`src/rtl/mem_stage_completion_buffer.sv`:
```
// MEM-stage completion buffer: holds in-flight EX results, pairs in-order D-cache
// responses with their memory ops, formats load data and retires in program order.
module mem_stage_completion_buffer #(
    parameter  int DATA_WIDTH     = 32,
    parameter  int REG_ADDR_WIDTH = 5,
    parameter  int DEPTH          = 4,
    localparam int OFF_W          = $clog2(DATA_WIDTH / 8),
    localparam int CNT_W          = $clog2(DEPTH + 1)
) (
    input  logic                      clk,
    input  logic                      rst,
    input  logic                      in_valid,
    output logic                      in_ready,
    input  logic                      in_is_mem_access,
    input  logic                      in_is_load,
    input  logic [1:0]                in_ld_size,
    input  logic                      in_ld_signed,
    input  logic [OFF_W-1:0]          in_byte_off,
    input  logic [DATA_WIDTH-1:0]     in_alu_result,
    input  logic                      in_uses_rw,
    input  logic [REG_ADDR_WIDTH-1:0] in_rw_addr,
    input  logic                      cache_resp_valid,
    input  logic [DATA_WIDTH-1:0]     cache_resp_data,
    output logic                      wb_valid,
    output logic                      wb_uses_rw,
    output logic [REG_ADDR_WIDTH-1:0] wb_rw_addr,
    output logic [DATA_WIDTH-1:0]     wb_rw_data,
    output logic [CNT_W-1:0]          occupancy,
    output logic                      resp_err
);
    localparam int PTR_W = $clog2(DEPTH);

    typedef struct packed {
        logic                      is_mem;
        logic                      is_load;
        logic [1:0]                ld_size;
        logic                      ld_signed;
        logic [OFF_W-1:0]          byte_off;
        logic                      uses_rw;
        logic [REG_ADDR_WIDTH-1:0] rw_addr;
    } entry_t;

    entry_t                ent      [DEPTH];
    logic [DATA_WIDTH-1:0] ent_data [DEPTH];
    logic [DEPTH-1:0]      ent_rdy;
    logic [PTR_W-1:0]      head, tail, tgt;
    logic [CNT_W-1:0]      count;
    logic                  hit, resp_hit, tgt_is_head, retire, enq;
    logic [DATA_WIDTH-1:0] resp_word, head_data;

    // Select the lane, then mask to the access size and sign- or zero-extend.
    function automatic logic [DATA_WIDTH-1:0] format_load(
        input logic [DATA_WIDTH-1:0] raw,
        input logic [1:0]            size,
        input logic                  sgn,
        input logic [OFF_W-1:0]      off
    );
        logic [OFF_W-1:0]      lane;
        logic [DATA_WIDTH-1:0] shifted;
        logic [DATA_WIDTH-1:0] mask;
        logic                  msb;
        case (size)
            2'b00:   lane = off;
            2'b01:   lane = off & ~OFF_W'(1);
            2'b10:   lane = off & ~OFF_W'(3);
            default: lane = '0;
        endcase
        shifted = raw >> {lane, 3'b000};
        case (size)
            2'b00:   begin mask = DATA_WIDTH'(8'hFF);         msb = shifted[7];  end
            2'b01:   begin mask = DATA_WIDTH'(16'hFFFF);      msb = shifted[15]; end
            2'b10:   begin mask = DATA_WIDTH'(32'hFFFF_FFFF); msb = shifted[31]; end
            default: begin mask = '1;                         msb = 1'b0;        end
        endcase
        return (shifted & mask) | ((sgn && msb) ? ~mask : '0);
    endfunction

    assign in_ready  = !rst && (count != CNT_W'(DEPTH));
    assign enq       = in_valid && in_ready;
    assign occupancy = count;

    // Oldest valid memory entry still waiting for its response.
    always_comb begin
        // NOTE: every always_comb output gets a default first so no path leaves it unassigned (no latch).
        hit = 1'b0;
        tgt = head;
        for (int i = 0; i < DEPTH; i++) begin
            if (!hit && (CNT_W'(i) < count) && ent[head + PTR_W'(i)].is_mem
                && !ent_rdy[head + PTR_W'(i)]) begin
                hit = 1'b1;
                tgt = head + PTR_W'(i);
            end
        end
    end

    assign resp_hit    = cache_resp_valid && hit;
    assign resp_word   = ent[tgt].is_load
                       ? format_load(cache_resp_data, ent[tgt].ld_size,
                                     ent[tgt].ld_signed, ent[tgt].byte_off)
                       : ent_data[tgt];
    assign tgt_is_head = resp_hit && (tgt == head);
    assign retire      = (count != '0) && (ent_rdy[head] || tgt_is_head);
    assign head_data   = tgt_is_head ? resp_word : ent_data[head];

    // NOTE: entry payload has no reset; ent_rdy and count alone decide what is valid.
    always_ff @(posedge clk) begin
        if (enq) begin
            ent[tail]      <= '{is_mem: in_is_mem_access, is_load: in_is_load,
                                ld_size: in_ld_size, ld_signed: in_ld_signed,
                                byte_off: in_byte_off, uses_rw: in_uses_rw,
                                rw_addr: in_rw_addr};
            ent_data[tail] <= in_alu_result;
        end
        if (resp_hit) ent_data[tgt] <= resp_word;
    end

    // NOTE: sequential state uses non-blocking assignments so every register sees pre-edge values.
    always_ff @(posedge clk) begin
        if (rst) begin
            head       <= '0;
            tail       <= '0;
            count      <= '0;
            ent_rdy    <= '0;
            wb_valid   <= 1'b0;
            wb_uses_rw <= 1'b0;
            wb_rw_addr <= '0;
            wb_rw_data <= '0;
            resp_err   <= 1'b0;
        end else begin
            if (enq) begin
                ent_rdy[tail] <= !in_is_mem_access;
                tail          <= tail + PTR_W'(1);
            end
            if (resp_hit)              ent_rdy[tgt] <= 1'b1;
            else if (cache_resp_valid) resp_err     <= 1'b1;
            wb_valid <= retire;
            if (retire) begin
                wb_uses_rw <= ent[head].uses_rw;
                wb_rw_addr <= ent[head].rw_addr;
                wb_rw_data <= head_data;
                head       <= head + PTR_W'(1);
            end
            count <= count + CNT_W'(enq) - CNT_W'(retire);
        end
    end
endmodule

```
`config.mk`:
```
export PLATFORM = sky130hd
export DESIGN_NAME = mem_stage_completion_buffer
export DESIGN_NICKNAME = d
export VERILOG_FILES = /design/src/rtl/mem_stage_completion_buffer.sv
export SDC_FILE = /design/constraint.sdc
export NUM_CORES = 1
export LEC_CHECK = 0
export CAP_MARGIN = 20
export CORE_MARGIN = 4
export CORE_UTILIZATION = 35
export DETAILED_ROUTE_END_ITERATION = 8
export PLACE_DENSITY = 0.58
export SYNTH_ARGS = -nofsm -noshare
export SYNTH_HDL_FRONTEND = slang
export SYNTH_SLANG_ARGS = --single-unit
export TNS_END_PERCENT = 100
```
`constraint.sdc`:
```
create_clock -name clk -period 10.8 [get_ports clk]
set_clock_uncertainty 0.2 [all_clocks]
set_input_delay 3.24 -clock clk [delete_from_list [all_inputs] [get_ports clk]]
set_output_delay 3.24 -clock clk [all_outputs]
set_load 0.02 [all_outputs]
```
==> results of run 1 <==
-- metal layers --
layer / share of wire / track usage / vias up
li1: - / - / 5021
met1: 0.42 / 0.2910 / 5601
met2: 0.47 / 0.3443 / 520
met3: 0.084 / 0.03656 / 68
met4: 0.023 / 0.05670 / 0
met5: 0 / 0 / -
-- flip-flops by register name, indices dropped and copies added, names as in the netlist, named ones only --
| name | cells |
|---|---|
| ent_data | 128 |
| ent | 52 |
| wb_rw_data | 32 |
| wb_rw_addr | 5 |
| ent_rdy | 4 |
| occupancy | 3 |
| head | 2 |
| tail | 2 |
| resp_err | 1 |
| wb_uses_rw | 1 |
| wb_valid | 1 |
-- layout make-up --
class                   count  area (um2)
inverters                  21       78.83
flip-flops and latches    233        6471
clock buffers              33       728.2
fillers                  3678       22490
repair buffers            150        1431
clock inverters            15       122.6
well taps                 518       648.1
multi-input cells         900        6680
-- worst max-delay path, delay by kind of cell --
family | cells | cell delay, ns
buffers and inverters | 3 | 1.25
AOI/OAI and AO/OA | 1 | 0.11
-- per-stage QoR --
step | instance area [um2] | hold WS (ns) | setup slack, ns | power [mW] | cells
2_1_floorplan | 13660 | 0.3080 | 3.582 | 3.399 | 1259
3_3_place_gp | 15310 | 0.2648 | 2.716 | 4.208 | 1822
3_5_place_dp | 15310 | 0.2694 | 2.725 | 4.249 | 1822
4_1_cts | 16160 | 0.2824 | 2.727 | 5.152 | 1870
5_1_grt | 16160 | 0.3161 | 2.650 | 5.450 | 1870
6_report | 16160 | 0.2799 | 2.736 | 5.174 | 1870
-- synth_stat cells, types with 27 or more instances --
| master | n |
|---|---|
| edfxtp_1 | 180 |
| nand2_1 | 173 |
| nor2_1 | 87 |
| a21oi_1 | 77 |
| dfxtp_1 | 53 |
| o21ai_0 | 51 |
| clkbuf_1 | 50 |
| mux4_2 | 50 |
| buf_2 | 42 |
| a31oi_1 | 41 |
| mux2_2 | 38 |
| and2_1 | 32 |
| o21ai_1 | 28 |
| nand3_1 | 27 |
-- worst paths after layout --
kind            startpoint         endpoint  cells past startpoint
max                    rst         in_ready                      4
min          wb_rw_addr[2]    wb_rw_addr[2]                      2
max reg2reg        head[1]  ent_data[1][23]                      9
min reg2reg  wb_rw_addr[2]    wb_rw_addr[2]                      2
-- power by group through the flow --
stage                     combinational [mW]  clock (mW)  sequential [mW]
after floorplan                         2.01           0             1.39
after global placement                  2.84           0             1.36
after detailed placement                2.88           0             1.37
after CTS                               2.89       0.908             1.35
after global routing                    3.14       0.940             1.37
final                                   2.92       0.901             1.35
-- cell families after synthesis --
family / count (synthesis) / synth area share
compound gates: 383 / 0.2090
xor+xnor: 5 / 0.003205
fa+ha+maj: 9 / 0.008792
buf+inv: 126 / 0.04075
flops: 233 / 0.4733
mux: 107 / 0.1280
simple gates: 396 / 0.1369
==> impl_metrics.ini, run 1 <==
[critical_path]
crit_chain = buf_2, buf_4, a21oi_1, clkdlybuf4s50_1
endpoint_kind = output pin
crit_fanout = 53
slowest_delay_ns = 0.60
slowest_stage = buf_4
crit_type = input port to output pin
cp-start-kind = input port
reg2reg_slack_ns = 4.79
worstPathArrival_ns = 4.62
required_ns = 7.36

[clock_network]
worstSkewPairLatency_ns = 0.55
ctsHtreeMaxLevel = 1
cts_setup_buffers = 0
clk_pin_slew_ns = 0.06
cts_root_buffer = clkbuf_16
clock-sinks = 233
cts_tree = yes
cts_made_buffers = 26
cts_resized = 0
holdBufCountCts = 0
clockBufferDepth = 3

[global_route]
grt_pass1_vias = 10904
overflow = 0
grt_pass1_wl_um = 67920
antenna_found_initial = 0
grt_max_degree = 63
track_usage = 0.2108

[yosys]
syn-instance-count = 1259
syn_area_um2 = 13660
synth.distinct_cells = 84
syn_nets = 1349
yosysWarnings = 0
synth_edf_count = 180
async_flop_share = 0
synth_area_leaders = edfxtp_1 40%, mux4_2 8.2%, dfxtp_1 7.8%, nand2_1 4.8%, mux2_2 3.1%
synthFlopType = edfxtp_1
yosysTopAreaCell = edfxtp_1
ys_seq_elements = 233
synth_top_area_share = 0.3956
synth_seq_area_share = 0.4733
synth.avg_cell_area_um2 = 10.85

[floorplan]
die_h_um = 205.6
core_um2 = 38650
rows = 72
chipWidth_um = 205.6
dieArea_um2 = 42260
ios = 125
start_util = 0.3535

[drt]
drt_iter0_drc = 1075
ant_nets = 0
wirelength_um = 46260
first_pass_iters = 5
drc = 0
via_count = 11210
wl_per_cell_um = 24.74
via_per_inst = 5.995

[timing]
slew_violations = 0
timing.fmax_mhz = 124.0
min_period_ns = 8.064
finalSetupViolCount = 0
tightest_slew_ns = 1.073
rsz0062_at_grt = false
hold_viol_final = 0
setup-tns-final_ns = 0
finalCritPeriodShare = 0.7467
slew_headroom = 0.2844

[pwr]
p_seq_frac = 0.262
power_frac_comb = 0.564
peakVddDrop_mv = 0.2247
switchingPower_mw = 2.409
swShare = 0.4656
intPower_mw = 2.765
power_density_nw_per_um2 = 320.2
p_clk_frac = 0.174
power_leakage_nw = 5.308

[place]
io_buffers = 124
routabilityCongestion = 0.8238
dp_hpwl_um = 28580

[cells_and_area]
area_growth_pct = 18.29
nNetsFinal = 1422
layout_common_cells = 180 x edfxtp_1, 173 x nand2_1, 123 x clkdlybuf4s50_1
final_common_cell = edfxtp_1
post-route-util = 0.4182
drive_gt1_frac = 0.1753
diodes = 0

[run]
drv_cap = 0

[status]
status = completed

[worst_hold_path]
hp-class = register to register
No activity file was read; power rests on OpenSTA's default activity.
==> run 2: changes to the inputs <==
==> constraint.sdc (replaced) <==
create_clock -name clk -period 8.05 [get_ports clk]
set_clock_uncertainty 0.2 [all_clocks]
set_input_delay 2.415 -clock clk [delete_from_list [all_inputs] [get_ports clk]]
set_output_delay 2.415 -clock clk [all_outputs]
set_load 0.02 [all_outputs]
==> run 2 against run 1 <==
  * Critical path depth fell by 1
  * Hold slack got worse by 0.0070 ns
  * Die area did not move
  * Sequential share of layout area fell by 0.14 points
  * Global-route usage fell by 0.23 points
  * Final cell count did not move
  * Wire length fell by 2.0%
  * Sequential cell count did not move
  * First-iteration DRC count rose by 1.7%
==> impl_metrics.ini, run 2 (synthesis gave the netlist of run 1 again) <==
[global_route]
antenna_found_initial = 0
grt_pass1_wl_um = 67260
overflow = 0
grt_pass1_vias = 10856
grt_max_degree = 61
track_usage = 0.2084

[timing]
hold_viol_final = 0
slew_violations = 0
min_period_ns = 5.908
rsz0062_at_grt = false
timing.fmax_mhz = 169.3
finalSetupViolCount = 0
slew_headroom = 0.2824
finalCritPeriodShare = 0.7339
setup-tns-final_ns = 0
tightest_slew_ns = 1.076
holdWs_ns = 0.2729

[floorplan]
ios = 125
dieArea_um2 = 42260
chipWidth_um = 205.6
core_um2 = 38650
start_util = 0.3535
die_h_um = 205.6
rows = 72

[critical_path]
cp-start-kind = input port
worstPathArrival_ns = 3.29
reg2reg_slack_ns = 2.28
required_ns = 5.43
endpoint_kind = output pin
crit_type = input port to output pin
r2r_cells = 14
crit_fanout = 2
worstReg2RegStart = occupancy[2]
r2r_end = ent_data[1][17]

[cells_and_area]
area_growth_pct = 18.69
top_register = ent_data
diodes = 0
multi_input_area_um2 = 6680
final_common_cell = edfxtp_1
fillers = 3695
largestRegisters = ent_data x128, ent x52, wb_rw_data x32
regArea_um2 = 6471
largest_register_ffs = 128
nNetsFinal = 1422
final_area_um2 = 16220
drive_gt1_frac = 0.1738
layout_common_cells = 180 x edfxtp_1, 173 x nand2_1, 123 x clkdlybuf4s50_1

[drt]
wirelength_um = 45320
drc = 0
ant_nets = 0
drt_iter0_drc = 1093
wl_per_cell_um = 24.23
via_per_inst = 5.998
via_count = 11217
first_pass_iters = 5

[clock_network]
clock-sinks = 233
cts_made_buffers = 26
worstSkewPairLatency_ns = 0.55
clockBufferDepth = 3
cts_resized = 0
cts_root_buffer = clkbuf_16
cts_tree = yes
holdBufCountCts = 0
cts_setup_buffers = 0
ctsHtreeMaxLevel = 1
clk_pin_slew_ns = 0.06

[run]
drv_cap = 0

[pwr]
peakVddDrop_mv = 0.2213
swShare = 0.4621
power_frac_comb = 0.562
p_clk_frac = 0.175
switchingPower_mw = 3.219
power_leakage_nw = 5.322
intPower_mw = 3.747
power_density_nw_per_um2 = 429.6
p_seq_frac = 0.263

[place]
post_dp_cell_area_um2 = 15300
dp_hpwl_um = 29040
routabilityCongestion = 0.8463
io_buffers = 124

[worst_hold_path]
hp-start = wb_rw_addr[2]
hold_end = wb_rw_addr[2]
hold_path_depth = 2
hp-class = register to register

[status]
status = completed
==> run 2: cell count changes in the layout (fill, tap and decap cells not counted), sizes merged <==
cell / before / now
clkinv: 12 / 5
clkbuf: 33 / 40
==> run 2: per-layer routing <==
layer	up-vias	track usage	part of all wire
met5	-	0	0
met4	0	0.07201	0.035
met3	106	0.03578	0.090
met2	582	0.3292	0.46
met1	5504	0.2910	0.42
li1	5025	-	-
==> run 2: through the flow <==
| stage | total power [mW] | std cells | utilization | worst slack [ns] |
|---|---|---|---|---|
| detailed placement | 5.697 | 1820 | 0.3959 | 2.127 |
| global route | 7.362 | 1870 | 0.4196 | 2.023 |
| CTS | 6.918 | 1868 | 0.4184 | 2.121 |
| floorplan | 4.560 | 1259 | - | 2.482 |
| finish | 6.966 | 1870 | 0.4196 | 2.142 |
| global placement | 5.650 | 1819 | 0.3956 | 2.138 |
==> run 2: how the worst max path moves through the flow <==
stage | from | to | slack [ns] | cells after the start
CTS | rst | in_ready | 2.12 | 3
finish | rst | in_ready | 2.14 | 3
detailed placement | cache_resp_valid | occupancy[2] | 2.13 | 12
global route | occupancy[2] | ent_data[2][28] | 2.02 | 14
global placement | rst | in_ready | 2.14 | 3
floorplan | rst | in_ready | 2.48 | 2
==> run 2: power by group through the flow <==
stage | clock network, mW | registers [mW] | logic, mW
5_1_grt | 1.29 | 1.86 | 4.21
3_5_place_dp | 0 | 1.86 | 3.84
4_1_cts | 1.23 | 1.83 | 3.85
2_1_floorplan | 0 | 1.86 | 2.70
3_3_place_gp | 0 | 1.85 | 3.80
6_report | 1.22 | 1.83 | 3.91
==> run 2: critical path, cell delays in order <==
cell and delay (ns):
buf_2 0.11, a21oi_1 0.14, clkdlybuf4s50_1 0.63
==> run 2: final cells by class <==
class | instances | area share
clock buffer | 40 | 0.04776
clock inverter | 8 | 0.005633
inverter | 21 | 0.004861
multi-input combinational | 900 | 0.4120
sequential | 233 | 0.3991
tap | 518 | 0.03997
timing repair buffer | 150 | 0.09074
==> run 3: changes to the inputs <==
==> constraint.sdc (replaced) <==
create_clock -name clk -period 5.9 [get_ports clk]
set_clock_uncertainty 0.2 [all_clocks]
set_input_delay 1.77 -clock clk [delete_from_list [all_inputs] [get_ports clk]]
set_output_delay 1.77 -clock clk [all_outputs]
set_load 0.02 [all_outputs]
==> run 3 against run 2 <==
  * Non-clock buffer count grew 13
  * Clock power grew 40%
  * First-iteration DRC count grew 2.2%
  * Sequential cell count is the same
  * Final cell count grew 0.75%
  * Critical path depth grew 10
  * Global-route usage is essentially flat
  * Setup slack lost 1.4 ns
  * Combinational power grew 38%
  * Power grew 37%
  * Die area is the same
  * Design area grew 0.54%
  * Largest cell class unchanged
  * Highest routed layer is now met5
==> impl_metrics.ini, run 3 (synthesis gave the netlist of run 1 again) <==
[status]
status = completed

[timing]
slew_violations = 0
slew_headroom = 0.3638
timing.fmax_mhz = 192.2
min_period_ns = 5.204
hold_viol_final = 0
tightest_slew_ns = 0.9543
finalSetupViolCount = 0
setup-tns-final_ns = 0
rsz0062_at_grt = false
finalCritPeriodShare = 0.8821

[clock_network]
cts_root_buffer = clkbuf_16
cts_made_buffers = 27
holdBufCountCts = 0
clockBufferDepth = 3
cts_tree = yes
clock-sinks = 233
clk_pin_slew_ns = 0.06
ctsHtreeMaxLevel = 1
worstSkewPairLatency_ns = 0.54
cts_resized = 0
cts_setup_buffers = 0

[critical_path]
slowest_delay_ns = 0.70
crit_fanout = 32
slowest_stage = o21bai_2
reg2reg_slack_ns = 0.70
r2r_end = ent_data[1][28]
crit_chain = inv_1, ha_1, nor2b_1, nor3_1, o21bai_2, nand3_2, a311o_1, mux2_4, o21ai_1, nand4_1, a311oi_4, buf_4, o21ai_1
required_ns = 5.97
crit_path_frequent_cell = o21ai_1
crit_type = register to register
worstReg2RegStart = occupancy[2]
cp-start-kind = register
worstPathArrival_ns = 5.27
r2r_cells = 13
endpoint_kind = register

[cells_and_area]
area_growth_pct = 19.33
nNetsFinal = 1436
layout_common_cells = 180 x edfxtp_1, 173 x nand2_1, 123 x clkdlybuf4s50_1
largestRegisters = ent_data x128, ent x52, wb_rw_data x32
final_common_cell = edfxtp_1
top_register = ent_data
largest_register_ffs = 128
drive_gt1_frac = 0.1837
diodes = 0

[global_route]
track_usage = 0.2088
grt_pass1_vias = 10928
grt_max_degree = 53
grt_pass1_wl_um = 67360
antenna_found_initial = 1
overflow = 0

[worst_hold_path]
hp-class = register to register
hold_path_depth = 2
hp-start = wb_rw_addr[0]
hold_end = wb_rw_addr[0]

[pwr]
switchingPower_mw = 4.374
intPower_mw = 5.187
p_clk_frac = 0.179
finalPower_mw = 9.561
swShare = 0.4575
p_seq_frac = 0.258
power_frac_comb = 0.563
peakVddDrop_mv = 0.3582
power_leakage_nw = 5.383
power_density_nw_per_um2 = 586.5

[drt]
wirelength_um = 45460
first_pass_iters = 6
ant_nets = 0
drt_iter0_drc = 1117
wl_per_cell_um = 24.13
drc = 0
via_count = 11175
via_per_inst = 5.932

[floorplan]
chipWidth_um = 205.6
rows = 72
ios = 125
die_h_um = 205.6
start_util = 0.3535
core_um2 = 38650
dieArea_um2 = 42260

[place]
io_buffers = 124
routabilityCongestion = 0.8978
dp_hpwl_um = 29900

[run]
drv_cap = 0
## run 3: worst max path at each step
stage | end | from | slack (ns) | cells past startpoint
after floorplan | in_ready | rst | 1.62 | 2
final | ent_data[1][28] | occupancy[2] | 0.70 | 13
after global routing | ent_data[0][21] | occupancy[2] | 0.26 | 13
after CTS | ent_data[1][28] | occupancy[2] | 0.79 | 13
after global placement | ent_data[1][16] | occupancy[2] | 0.97 | 13
after detailed placement | ent_data[1][24] | occupancy[2] | 0.80 | 13
## run 3: layout make-up
type / instances / area [um2]
Clock buffer: 39 / 770.7
Inverter: 21 / 78.83
Timing Repair Buffer: 163 / 1529
Fill cell: 3668 / 22340
Tap cell: 518 / 648.1
Clock inverter: 10 / 132.6
Multi-Input combinational cell: 900 / 6673
Sequential cell: 233 / 6471
## run 3: metal layers
metal / part of all wire / wire (um) / up-vias / track usage
met5: 0.00044 / 20 / - / 0
met4: 0.030 / 1351 / 2 / 0.06268
met3: 0.099 / 4478 / 95 / 0.04255
met2: 0.47 / 21310 / 564 / 0.3397
met1: 0.40 / 18300 / 5467 / 0.2826
li1: - / - / 5047 / -
## run 3: critical path: cells and delay by family, from the launching register on
family | cells | cell delay [ns]
compound gates | 5 | 1.88
fa+ha+maj | 1 | 0.44
simple gates | 4 | 0.81
flops | 1 | 0.43
buf+inv | 2 | 0.71
mux | 1 | 0.42
## run 3: through the flow
step | hold WS (ns) | std cells | area (um2) | utilization | setup WS [ns]
floorplan | 0.3080 | 1259 | 13660 | - | 1.622
global placement | 0.2443 | 1835 | 15400 | 0.3985 | 0.9749
detailed placement | 0.2494 | 1835 | 15400 | 0.3985 | 0.7991
CTS | 0.2555 | 1884 | 16300 | 0.4218 | 0.7857
global route | 0.2894 | 1884 | 16300 | 0.4218 | 0.2619
finish | 0.2524 | 1884 | 16300 | 0.4218 | 0.6959
## run 3: power by group through the flow
stage	Clock (mW)	Combinational, mW	Sequential (mW)
floorplan	0	3.68	2.54
global placement	0	5.22	2.48
detailed placement	0	5.31	2.50
CTS	1.75	5.33	2.46
global route	1.81	5.77	2.50
finish	1.71	5.38	2.47
